$ cat config.mk
export PLATFORM = sky130hd
export DESIGN_NAME = ysyx_22040000_lsu
export DESIGN_NICKNAME = d
export VERILOG_FILES = /design/src/rtl/ysyx_22040000_lsu_pkg.sv /design/src/rtl/ysyx_22040000_lsu_align.sv /design/src/rtl/ysyx_22040000_lsu.sv
export SDC_FILE = /design/constraint.sdc
export NUM_CORES = 1
export LEC_CHECK = 0
export CORE_MARGIN = 5
export CORE_UTILIZATION = 47
export CTS_CLUSTER_SIZE = 30
export DETAILED_ROUTE_END_ITERATION = 8
export PLACE_DENSITY_LB_ADDON = 0.08
export SLEW_MARGIN = 25
export SYNTH_ARGS = -nofsm -noshare
export SYNTH_HDL_FRONTEND = slang
export SYNTH_HIERARCHICAL = 1
export SYNTH_SLANG_ARGS = --single-unit
$ cat constraint.sdc
create_clock -name clk -period 4 [get_ports clk]
set_input_delay 0.8 -clock clk [delete_from_list [all_inputs] [get_ports clk]]
set_output_delay 0.8 -clock clk [all_outputs]
set_load 0.02 [all_outputs]
$ cat src/rtl/ysyx_22040000_lsu_pkg.sv
`default_nettype none
// ============================================================================
// Module   : ysyx_22040000_lsu_pkg
// Brief    : Shared load/store type codes, widths and LSU state encoding.
// Revision : 1.0  initial release
// ============================================================================
package ysyx_22040000_lsu_pkg;

    localparam int LSU_DWIDTH     = 32;
    localparam int LSU_MASK_WIDTH = LSU_DWIDTH / 8;

    localparam int LD_TYPE_W  = 3;
    localparam int STR_TYPE_W = 2;

    // Load type codes follow the RISC-V funct3 field
    localparam logic [LD_TYPE_W-1:0] LD_TYPE_LB  = 3'b000;
    localparam logic [LD_TYPE_W-1:0] LD_TYPE_LH  = 3'b001;
    localparam logic [LD_TYPE_W-1:0] LD_TYPE_LW  = 3'b010;
    localparam logic [LD_TYPE_W-1:0] LD_TYPE_LBU = 3'b100;
    localparam logic [LD_TYPE_W-1:0] LD_TYPE_LHU = 3'b101;

    localparam logic [STR_TYPE_W-1:0] STR_TYPE_SB = 2'b00;
    localparam logic [STR_TYPE_W-1:0] STR_TYPE_SH = 2'b01;
    localparam logic [STR_TYPE_W-1:0] STR_TYPE_SW = 2'b10;

    typedef enum logic [1:0] {
        LSU_IDLE     = 2'd0,
        LSU_REQ      = 2'd1,
        LSU_WAIT_RSP = 2'd2,
        LSU_DONE     = 2'd3
    } lsu_state_e;

endpackage
`default_nettype wire

$ cat src/rtl/ysyx_22040000_lsu_align.sv
`default_nettype none
// ============================================================================
// Module   : ysyx_22040000_lsu_align
// Brief    : Combinational store lane steering, load extract/extend and
//            misalignment / illegal-op detection.
// Revision : 1.0  initial release
// ============================================================================
module ysyx_22040000_lsu_align
    import ysyx_22040000_lsu_pkg::*;
(
    input  logic                      i_ld,
    input  logic                      i_st,
    input  logic [LD_TYPE_W-1:0]      i_ld_type,
    input  logic [STR_TYPE_W-1:0]     i_str_type,
    input  logic [1:0]                i_addr_lo,
    input  logic [LSU_DWIDTH-1:0]     i_wdata,
    input  logic [LSU_DWIDTH-1:0]     i_rdata,
    output logic                      o_err,
    output logic [LSU_MASK_WIDTH-1:0] o_wmask,
    output logic [LSU_DWIDTH-1:0]     o_wdata,
    output logic [LSU_DWIDTH-1:0]     o_rdata
);

    logic [LSU_DWIDTH-1:0]     w_shift;
    logic [LSU_DWIDTH-1:0]     w_ld_ext;
    logic                      w_ld_bad;
    logic                      w_ld_mis;
    logic [LSU_MASK_WIDTH-1:0] w_st_mask;
    logic [LSU_DWIDTH-1:0]     w_st_data;
    logic                      w_st_bad;
    logic                      w_st_mis;
    logic                      w_err;

    // Load path: bring the addressed byte/half to bit 0, then extend
    always_comb begin
        w_shift  = i_rdata >> {i_addr_lo, 3'b000};
        w_ld_ext = '0;
        w_ld_bad = 1'b0;
        w_ld_mis = 1'b0;
        case (i_ld_type)
            LD_TYPE_LB:  w_ld_ext = {{24{w_shift[7]}}, w_shift[7:0]};
            LD_TYPE_LBU: w_ld_ext = {24'd0, w_shift[7:0]};
            LD_TYPE_LH: begin
                w_ld_ext = {{16{w_shift[15]}}, w_shift[15:0]};
                w_ld_mis = i_addr_lo[0];
            end
            LD_TYPE_LHU: begin
                w_ld_ext = {16'd0, w_shift[15:0]};
                w_ld_mis = i_addr_lo[0];
            end
            LD_TYPE_LW: begin
                w_ld_ext = w_shift;
                w_ld_mis = |i_addr_lo;
            end
            default:     w_ld_bad = 1'b1;
        endcase
    end

    // Store path: byte enables shifted to the lane, data replicated across lanes
    always_comb begin
        w_st_mask = '0;
        w_st_data = '0;
        w_st_bad  = 1'b0;
        w_st_mis  = 1'b0;
        case (i_str_type)
            STR_TYPE_SB: begin
                w_st_mask = 4'b0001 << i_addr_lo;
                w_st_data = {4{i_wdata[7:0]}};
            end
            STR_TYPE_SH: begin
                w_st_mask = 4'b0011 << i_addr_lo;
                w_st_data = {2{i_wdata[15:0]}};
                w_st_mis  = i_addr_lo[0];
            end
            STR_TYPE_SW: begin
                w_st_mask = 4'b1111;
                w_st_data = i_wdata;
                w_st_mis  = |i_addr_lo;
            end
            default:     w_st_bad = 1'b1;
        endcase
    end

    // Error qualification and output gating; errored ops never expose data
    always_comb begin
        w_err   = (i_ld & i_st)
                | (i_ld & (w_ld_bad | w_ld_mis))
                | (i_st & (w_st_bad | w_st_mis));
        o_err   = w_err;
        o_wmask = (i_st & ~w_err) ? w_st_mask : '0;
        o_wdata = (i_st & ~w_err) ? w_st_data : '0;
        o_rdata = (i_ld & ~w_err) ? w_ld_ext  : '0;
    end

endmodule
`default_nettype wire

$ cat src/rtl/ysyx_22040000_lsu.sv
`default_nettype none
// ============================================================================
// Module   : ysyx_22040000_lsu
// Brief    : Load/store unit. Latches one EXU request, issues a single memory
//            transaction over valid/ready, returns the aligned result.
// Revision : 1.0  initial release
// ============================================================================
module ysyx_22040000_lsu
    import ysyx_22040000_lsu_pkg::*;
#(
    parameter int DWIDTH     = LSU_DWIDTH,
    parameter int MASK_WIDTH = LSU_MASK_WIDTH
) (
    input  logic                  clk,
    input  logic                  rst,
    input  logic                  in_valid,
    output logic                  in_ready,
    input  logic                  in_ld,
    input  logic                  in_st,
    input  logic [LD_TYPE_W-1:0]  in_ld_type,
    input  logic [STR_TYPE_W-1:0] in_str_type,
    input  logic [DWIDTH-1:0]     in_addr,
    input  logic [DWIDTH-1:0]     in_wdata,
    output logic                  mem_req_valid,
    input  logic                  mem_req_ready,
    output logic [DWIDTH-1:0]     mem_addr,
    output logic                  mem_wen,
    output logic [MASK_WIDTH-1:0] mem_wmask,
    output logic [DWIDTH-1:0]     mem_wdata,
    input  logic                  mem_rsp_valid,
    input  logic [DWIDTH-1:0]     mem_rdata,
    output logic                  out_valid,
    input  logic                  out_ready,
    output logic [DWIDTH-1:0]     out_rdata,
    output logic                  out_err
);

    lsu_state_e              state_q, state_d;
    logic                    ld_q, ld_d;
    logic                    st_q, st_d;
    logic [LD_TYPE_W-1:0]    ld_type_q, ld_type_d;
    logic [STR_TYPE_W-1:0]   str_type_q, str_type_d;
    logic [DWIDTH-1:0]       addr_q, addr_d;
    logic [DWIDTH-1:0]       wdata_q, wdata_d;
    logic [DWIDTH-1:0]       rdata_q, rdata_d;

    logic                    w_accept;
    logic                    w_sel_ld;
    logic                    w_sel_st;
    logic [LD_TYPE_W-1:0]    w_sel_ld_type;
    logic [STR_TYPE_W-1:0]   w_sel_str_type;
    logic [1:0]              w_sel_addr_lo;
    logic [DWIDTH-1:0]       w_sel_wdata;
    logic                    w_err;
    logic [MASK_WIDTH-1:0]   w_wmask;
    logic [DWIDTH-1:0]       w_wdata;
    logic [DWIDTH-1:0]       w_rdata;

    assign w_accept = in_valid & (state_q == LSU_IDLE);

    // In IDLE the checker looks at the live request so the legality decision is
    // ready at accept time; afterwards it works on the latched copy.
    always_comb begin
        if (state_q == LSU_IDLE) begin
            w_sel_ld       = in_ld;
            w_sel_st       = in_st;
            w_sel_ld_type  = in_ld_type;
            w_sel_str_type = in_str_type;
            w_sel_addr_lo  = in_addr[1:0];
            w_sel_wdata    = in_wdata;
        end else begin
            w_sel_ld       = ld_q;
            w_sel_st       = st_q;
            w_sel_ld_type  = ld_type_q;
            w_sel_str_type = str_type_q;
            w_sel_addr_lo  = addr_q[1:0];
            w_sel_wdata    = wdata_q;
        end
    end

    ysyx_22040000_lsu_align u_align (
        .i_ld       (w_sel_ld),
        .i_st       (w_sel_st),
        .i_ld_type  (w_sel_ld_type),
        .i_str_type (w_sel_str_type),
        .i_addr_lo  (w_sel_addr_lo),
        .i_wdata    (w_sel_wdata),
        .i_rdata    (rdata_q),
        .o_err      (w_err),
        .o_wmask    (w_wmask),
        .o_wdata    (w_wdata),
        .o_rdata    (w_rdata)
    );

    // Request latch on accept; response word captured only while waiting for it
    always_comb begin
        ld_d       = ld_q;
        st_d       = st_q;
        ld_type_d  = ld_type_q;
        str_type_d = str_type_q;
        addr_d     = addr_q;
        wdata_d    = wdata_q;
        rdata_d    = rdata_q;
        if (w_accept) begin
            ld_d       = in_ld;
            st_d       = in_st;
            ld_type_d  = in_ld_type;
            str_type_d = in_str_type;
            addr_d     = in_addr;
            wdata_d    = in_wdata;
        end
        if ((state_q == LSU_WAIT_RSP) && mem_rsp_valid) begin
            rdata_d = mem_rdata;
        end
    end

    // Next-state: errors and no-op requests skip memory and go straight to DONE
    always_comb begin
        state_d = state_q;
        case (state_q)
            LSU_IDLE: begin
                if (in_valid) begin
                    if (w_err || (!in_ld && !in_st)) begin
                        state_d = LSU_DONE;
                    end else begin
                        state_d = LSU_REQ;
                    end
                end
            end
            LSU_REQ:      if (mem_req_ready) state_d = LSU_WAIT_RSP;
            LSU_WAIT_RSP: if (mem_rsp_valid) state_d = LSU_DONE;
            LSU_DONE:     if (out_ready)     state_d = LSU_IDLE;
            default:                         state_d = LSU_IDLE;
        endcase
    end

    // Outputs decoded from state; everything idles at zero outside its phase
    always_comb begin
        in_ready      = 1'b0;
        mem_req_valid = 1'b0;
        mem_addr      = '0;
        mem_wen       = 1'b0;
        mem_wmask     = '0;
        mem_wdata     = '0;
        out_valid     = 1'b0;
        out_rdata     = '0;
        out_err       = 1'b0;
        case (state_q)
            LSU_IDLE: in_ready = 1'b1;
            LSU_REQ: begin
                mem_req_valid = 1'b1;
                mem_addr      = {addr_q[DWIDTH-1:2], 2'b00};
                mem_wen       = st_q;
                mem_wmask     = w_wmask;
                mem_wdata     = w_wdata;
            end
            LSU_DONE: begin
                out_valid = 1'b1;
                out_err   = w_err;
                out_rdata = w_rdata;
            end
            default: ;
        endcase
    end

    // State and datapath registers
    always_ff @(posedge clk) begin
        if (rst) begin
            state_q    <= LSU_IDLE;
            ld_q       <= 1'b0;
            st_q       <= 1'b0;
            ld_type_q  <= '0;
            str_type_q <= '0;
            addr_q     <= '0;
            wdata_q    <= '0;
            rdata_q    <= '0;
        end else begin
            state_q    <= state_d;
            ld_q       <= ld_d;
            st_q       <= st_d;
            ld_type_q  <= ld_type_d;
            str_type_q <= str_type_d;
            addr_q     <= addr_d;
            wdata_q    <= wdata_d;
            rdata_q    <= rdata_d;
        end
    end

endmodule
`default_nettype wire

==> impl_metrics.csv, run 1 <==
group,metric,value,unit
drt,ant_nets,0,
clocking,ctsRootBufferMaster,"clkbuf_16",
setup_path,cp.required,3.20,ns
pwr,comb_power_share,0.522,
place,dp_slack,-0.274,ns
global_routing,grt_overflow,0,
logic_synthesis,synthArstFlopShare,0,
sta,slew_violations,0,
place,portBuffers,211,
logic_synthesis,syn_inst,871,
pwr,p_seq_frac,0.274,
die,io_pins,214,
sta,fin_crit,3.92,ns
drt,wire_per_inst,15.5,um
clocking,clk_latency,0.35,ns
setup_path,crit_fanout,12,
sta,worst_pin_slew,0.820,ns
setup_path,cp-start-kind,"input port",
place,place_area,8750,sq um
sta,fmax,0.255,GHz
hold_path,hp-class,"flop to flop",
drt,routed_wl,19300,um
place,gp_congestion,0.887,
sta,whs,0.450,ns
pwr,internal_power,2830,uW
finish,antennaDiodeCount,0,
sta,setup_slack,0.0791,ns
die,initial_core_util,0.482,
sta,clock_skew,0.00736,ns
run_status,outcome,"finished, final reports clean",
die,chipHeight,127,um
global_routing,antenna_found_initial,0,
sta,fin_setup_tns,0,ns
clocking,cts_hold_buffers,0,
logic_synthesis,syn-cell-area,6410,sq um
pwr,ir_drop,0.000277,V
global_routing,grt_pass1_wl,31100,um
drt,dr.pass1.iters,5,
clocking,htree_levels,3,
die,core,13300,sq um
logic_synthesis,synth-main-ff-cell,"dfxtp_1",
clocking,cts_sinks,105,
sta,period_share,0.980,
job,maxCapViolations,0,
global_routing,track_usage,0.234,
setup_path,arrival,3.12,ns
sta,max_slew_margin,0.453,
setup_path,end_kind,"output port",
pwr,switching_share,0.396,
pwr,power.share.clock,0.204,
drt,drtIter0Drc,427,
clocking,cts_tree,"built",
place,hpwl,13600,um
logic_synthesis,syn_avg_cell_area,7.36,sq um
finish,fin_area,8950,sq um
sta,hold_violations,0,
global_routing,grt_start_max_net_pins,107,
pwr,p_leak,0.00352,uW
finish,drive_gt1_frac,0.167,
die,dieArea,16100,sq um
clocking,path_clk_slew,0.07,ns
die,die_w,127,um
clocking,cts.path.max_buffers,2,
drt,routed_via_density,5.18,
logic_synthesis,postSynthRegisterBits,105,
drt,drcViolationCount,0,
setup_path,path_class,"input port to output port",
global_routing,grt_pass1_vias,6058,
drt,dr_total_vias,6465,
logic_synthesis,synth-warning-count,6,
logic_synthesis,synth-edff-count,0,
clocking,numCtsBuffers,9,
finish,area_delta_synth_final,39.6,%
sta,setup-violations-final,0,
die,std_cell_rows,42,
pwr,powerDensity,524,nW/um^2
pwr,power.switching,1860,uW
finish,fin_nets,1186,
logic_synthesis,ys_seq_area_frac,0.328,
logic_synthesis,ys_types,47,
==> cells by family (layout without fill, tap and decap cells) <==
| kind of cell | after synthesis | in the layout | synth area share |
|---|---|---|---|
| AOI/OAI and AO/OA | 202 | 202 | 0.187 |
| adders and majority gates | 9 | 9 | 0.0176 |
| muxes | 60 | 60 | 0.104 |
| DFF | 105 | 105 | 0.328 |
| buffers and inverters | 83 | 284 | 0.0632 |
| other | 1 | 2 | 0.000585 |
| and+or+nand+nor | 411 | 411 | 0.301 |
==> cell type report <==
cell class              count  area [sq um]
clock buffers              12           246
multi-input cells         684          3940
inverters                   8          30.0
well taps                 176           220
flip-flops and latches    105          2100
fillers                  1240          4340
clock inverters             4          76.3
repair buffers            260          2330
==> routing by layer <==
metal  track usage  routed length, um  vias up
met3        0.0694               1560       18
li1              -                  -     3261
met1         0.293               8080     2984
met2         0.395               9440      202
met4        0.0612                252        0
met5             0                  0        -
==> cell usage in the layout (no fill, tap or decap), types with 3 or more instances in the layout <==
cell type        count
nand2b_1             4
and2_1             116
buf_12               3
a22oi_1             16
mux2i_1              9
clkbuf_16            9
dlygate4sd2_1       22
a211oi_1             9
a211oi_2             5
o21ai_1              8
clkdlybuf4s15_1      8
buf_6                3
mux2_2              49
nand2_1            240
ha_1                 6
buf_2                3
clkdlybuf4s15_2      5
clkbuf_2            32
a21oi_2              8
dfxtp_1            104
buf_4               43
a21oi_1            141
inv_1                7
nor2b_1             12
nor2_1              25
clkdlybuf4s50_1    141
==> critical path, cell delays in order <==
cell	delay [ns]
clkdlybuf4s50_1	0.43
mux2_4	0.29
inv_1	0.09
ha_2	0.20
a21oi_1	0.09
buf_4	0.15
o311ai_4	0.27
buf_4	0.18
buf_6	0.14
a21oi_1	0.04
and2_1	0.15
clkdlybuf4s15_1	0.28
==> Yosys cell counts (8+ instances only) <==
| cell type | instances | area share |
|---|---|---|
| a21oi_1 | 141 | 0.11 |
| nand2_1 | 241 | 0.14 |
| buf_4 | 14 | 0.016 |
| mux2_2 | 50 | 0.088 |
| a22oi_1 | 16 | 0.019 |
| ha_1 | 9 | 0.018 |
| mux2i_1 | 9 | 0.014 |
| and2_1 | 117 | 0.11 |
| clkbuf_1 | 23 | 0.013 |
| inv_1 | 8 | 0.0047 |
| dfxtp_1 | 105 | 0.33 |
| buf_2 | 32 | 0.025 |
| nor2b_1 | 12 | 0.012 |
| nor2_1 | 25 | 0.015 |
| a211oi_1 | 9 | 0.011 |
| a21oi_2 | 8 | 0.011 |
| o21ai_1 | 8 | 0.0062 |
==> metrics by stage <==
step	power [uW]	std cells	util
floorplan	2940	872	-
global placement	3670	1228	0.658
detailed placement	3680	1228	0.658
CTS	4680	1247	0.680
global route	5010	1249	0.673
finish	4690	1249	0.673
==> registers in the layout, indices dropped and copies added (netlist names) <==
register    flops
rdata_q        32
state_q         2
st_q            1
str_type_q      2
addr_q         32
wdata_q        32
ld_type_q       3
ld_q            1
==> what timing repair did <==
| item | CTS | global route |
|---|---|---|
| endpoints found under the setup margin | 69 | 53 |
| setup buffers | 2 | 2 |
| gates cloned | 1 | 0 |
| gates resized for setup | 89 | 78 |
==> final timing paths <==
| path | from | to | slack [ns] | cells after the start |
|---|---|---|---|---|
| setup / recovery | in_str_type[0] | mem_wdata[26] | 0.08 | 12 |
| hold / removal | addr_q[21] | addr_q[21] | 0.45 | 2 |
| setup reg to reg | state_q[0] | state_q[1] | 1.17 | 13 |
| hold reg to reg | addr_q[21] | addr_q[21] | 0.45 | 2 |
==> power by group through the flow <==
| stage | Clock, uW | Combinational, uW | Sequential (uW) |
|---|---|---|---|
| after floorplan | 0 | 1660 | 1290 |
| after global placement | 0 | 2370 | 1300 |
| after detailed placement | 0 | 2380 | 1310 |
| after CTS | 978 | 2420 | 1280 |
| after global routing | 1030 | 2680 | 1310 |
| final | 958 | 2450 | 1280 |
Note: power is estimated with default switching activity, not from simulation.
==> inputs of run 2 (changes only) <==
Settings changed: CORE_UTILIZATION 47 to 42.
Clock period 4 ns to 3.17 ns, I/O delays scaled along.
==> run 2 against run 1 <==
Net effect:
- the flow now finishes with violations (negative setup slack)
- critical path depth up 1
- routed wire length rose by 10%
- sequential share of layout area is 3.0 points lower
- non-clock buffer count up 43
- hold slack worse by 0.0013 ns
- critical path type is now flop to output port
- largest cell class unchanged
==> impl_metrics.csv, run 2 (same netlist as run 1, synthesis figures left out) <==
group,metric,value,unit
place,gp_congestion,0.834,
finish,final_cell_mix,"233 x nand2_1, 138 x clkdlybuf4s50_1, 107 x a21oi_1, 103 x dfxtp_1, 79 x buf_6",
die,io_pins,214,
sta,worst_pin_slew,0.863,ns
pwr,power.switching,2800,uW
sta,period_share,1.06,
setup_path,crit_fanout,7,
setup_path,crit_top_cell,"buf_6",
global_routing,track_usage,0.224,
setup_path,arrival,2.73,ns
global_routing,grt_overflow,0,
place,dp_slack,-0.769,ns
setup_path,path_cells,"inv_2 -> ha_4 -> mux2_4 -> inv_4 -> ha_4 -> or2_4 -> o311ai_4 -> buf_6 -> buf_8 -> buf_6 -> nor2_1 -> and2_1 -> buf_6",
sta,fmax,0.297,GHz
pwr,comb_power_share,0.601,
setup_path,path_class,"flop to output port",
pwr,internal_power,4130,uW
die,std_cell_rows,45,
setup_path,max_stage_delay,0.37,ns
pwr,power.share.clock,0.165,
drt,dr.pass1.iters,4,
sta,setup_slack,-0.192,ns
finish,fin_nets,1229,
die,chipHeight,134,um
sta,clock_skew,0.00570,ns
run_status,violations,"negative setup slack",
setup_path,crit_family,"buffers and inverters",
die,dieArea,17800,sq um
drt,ant_nets,0,
die,die_w,134,um
place,dp_cells,1259,
pwr,p_seq_frac,0.235,
place,hpwl,14200,um
sta,hold_violations,0,
global_routing,grt_pass1_vias,6386,
drt,wire_per_inst,16.3,um
pwr,powerDensity,674,nW/um^2
clocking,cts_tree,"built",
setup_path,ff2ff_path_depth,13,
sta,max_slew_margin,0.424,
global_routing,antenna_found_initial,0,
drt,routed_via_density,5.13,
finish,area_delta_synth_final,60.2,%
sta,fin_crit,3.36,ns
clocking,htree_levels,3,
setup_path,cp-start-kind,"flop",
clocking,cts_hold_buffers,0,
run_status,outcome,"finished with violations",
setup_path,cp.required,2.54,ns
finish,stdcell_count,1304,
drt,routed_wl,21300,um
sta,slew_violations,0,
finish,reg_top3,"addr_q (32), rdata_q (32), wdata_q (32)",
pwr,p_total,6930,uW
place,place_area,8990,sq um
setup_path,cp.depth,13,
finish,antennaDiodeCount,0,
pwr,ir_drop,0.000324,V
die,core,15100,sq um
clocking,numCtsBuffers,9,
global_routing,grt_start_max_net_pins,74,
pwr,p_leak,0.00399,uW
finish,fin_area,10300,sq um
clocking,ctsRootBufferMaster,"clkbuf_16",
clocking,cts.path.max_buffers,2,
drt,drtIter0Drc,353,
setup_path,end_kind,"output port",
hold_path,hp-class,"flop to flop",
finish,drive_gt1_frac,0.344,
finish,mostFrequentLayoutCell,"nand2_1",
clocking,clk_latency,0.35,ns
setup_path,critical_path.slowest_cell,"mux2_4",
die,initial_core_util,0.425,
drt,drcViolationCount,0,
clocking,path_clk_slew,0.07,ns
sta,setup-violations-final,69,
place,portBuffers,211,
clocking,cts_sinks,105,
setup_path,crit_buf_inv,6,
sta,grt_setup_unrepaired,"true",
drt,dr_total_vias,6683,
hold_path,worstHoldPathCells,2,
global_routing,grt_pass1_wl,32700,um
job,maxCapViolations,0,
pwr,switching_share,0.404,
run 2: through the flow:
step	hold WS [ns]	setup TNS [ns]	util
floorplan	0.432	0	-
global placement	0.438	-40.40	0.596
detailed placement	0.442	-43.08	0.596
CTS	0.451	-9.74	0.655
global route	0.467	-15.03	0.681
finish	0.449	-8.42	0.681
run 2: path summary, 6_finish.rpt:
| path | slack, ns | end | from |
|---|---|---|---|
| worst max-delay path | -0.19 | mem_wdata[23] | state_q[1] |
| worst max register to register | 0.53 | state_q[1] | state_q[1] |
| worst min-delay path | 0.45 | addr_q[27] | addr_q[27] |
| worst min register to register | 0.45 | addr_q[27] | addr_q[27] |
run 2: repair_timing:
action	4_1_cts	5_1_grt
pin swaps	33	27
cloned	4	3
setup buffers	24	1
gates resized for setup	481	108
endpoints found under the setup margin	69	69
run 2: power by group through the flow:
| stage | Sequential, uW | Clock (uW) | Combinational [uW] |
|---|---|---|---|
| 3_3_place_gp | 1650 | 0 | 3200 |
| 4_1_cts | 1620 | 1170 | 3890 |
| 2_1_floorplan | 1630 | 0 | 2160 |
| 5_1_grt | 1650 | 1210 | 4460 |
| 3_5_place_dp | 1650 | 0 | 3210 |
| 6_report | 1630 | 1140 | 4160 |
run 2: metal layers:
metal,global-route usage,part of all wire
met4,0.0880,0.029
met5,0,0
met1,0.276,0.42
met2,0.380,0.49
met3,0.0525,0.060
run 2: layout make-up:
type | count | area (sq um)
fillers | 1267 | 4810
multi-input cells | 684 | 4470
repair buffers | 303 | 3130
flip-flops and latches | 105 | 2100
clock buffers | 12 | 246
well taps | 188 | 235
clock inverters | 4 | 51.3
inverters | 8 | 35.0
run 2: tightest hold or removal path, cell delays in order, from the launching register on:
cell and delay (ns):
dfxtp_1 0.31, nand2_1 0.05, a21oi_1 0.05
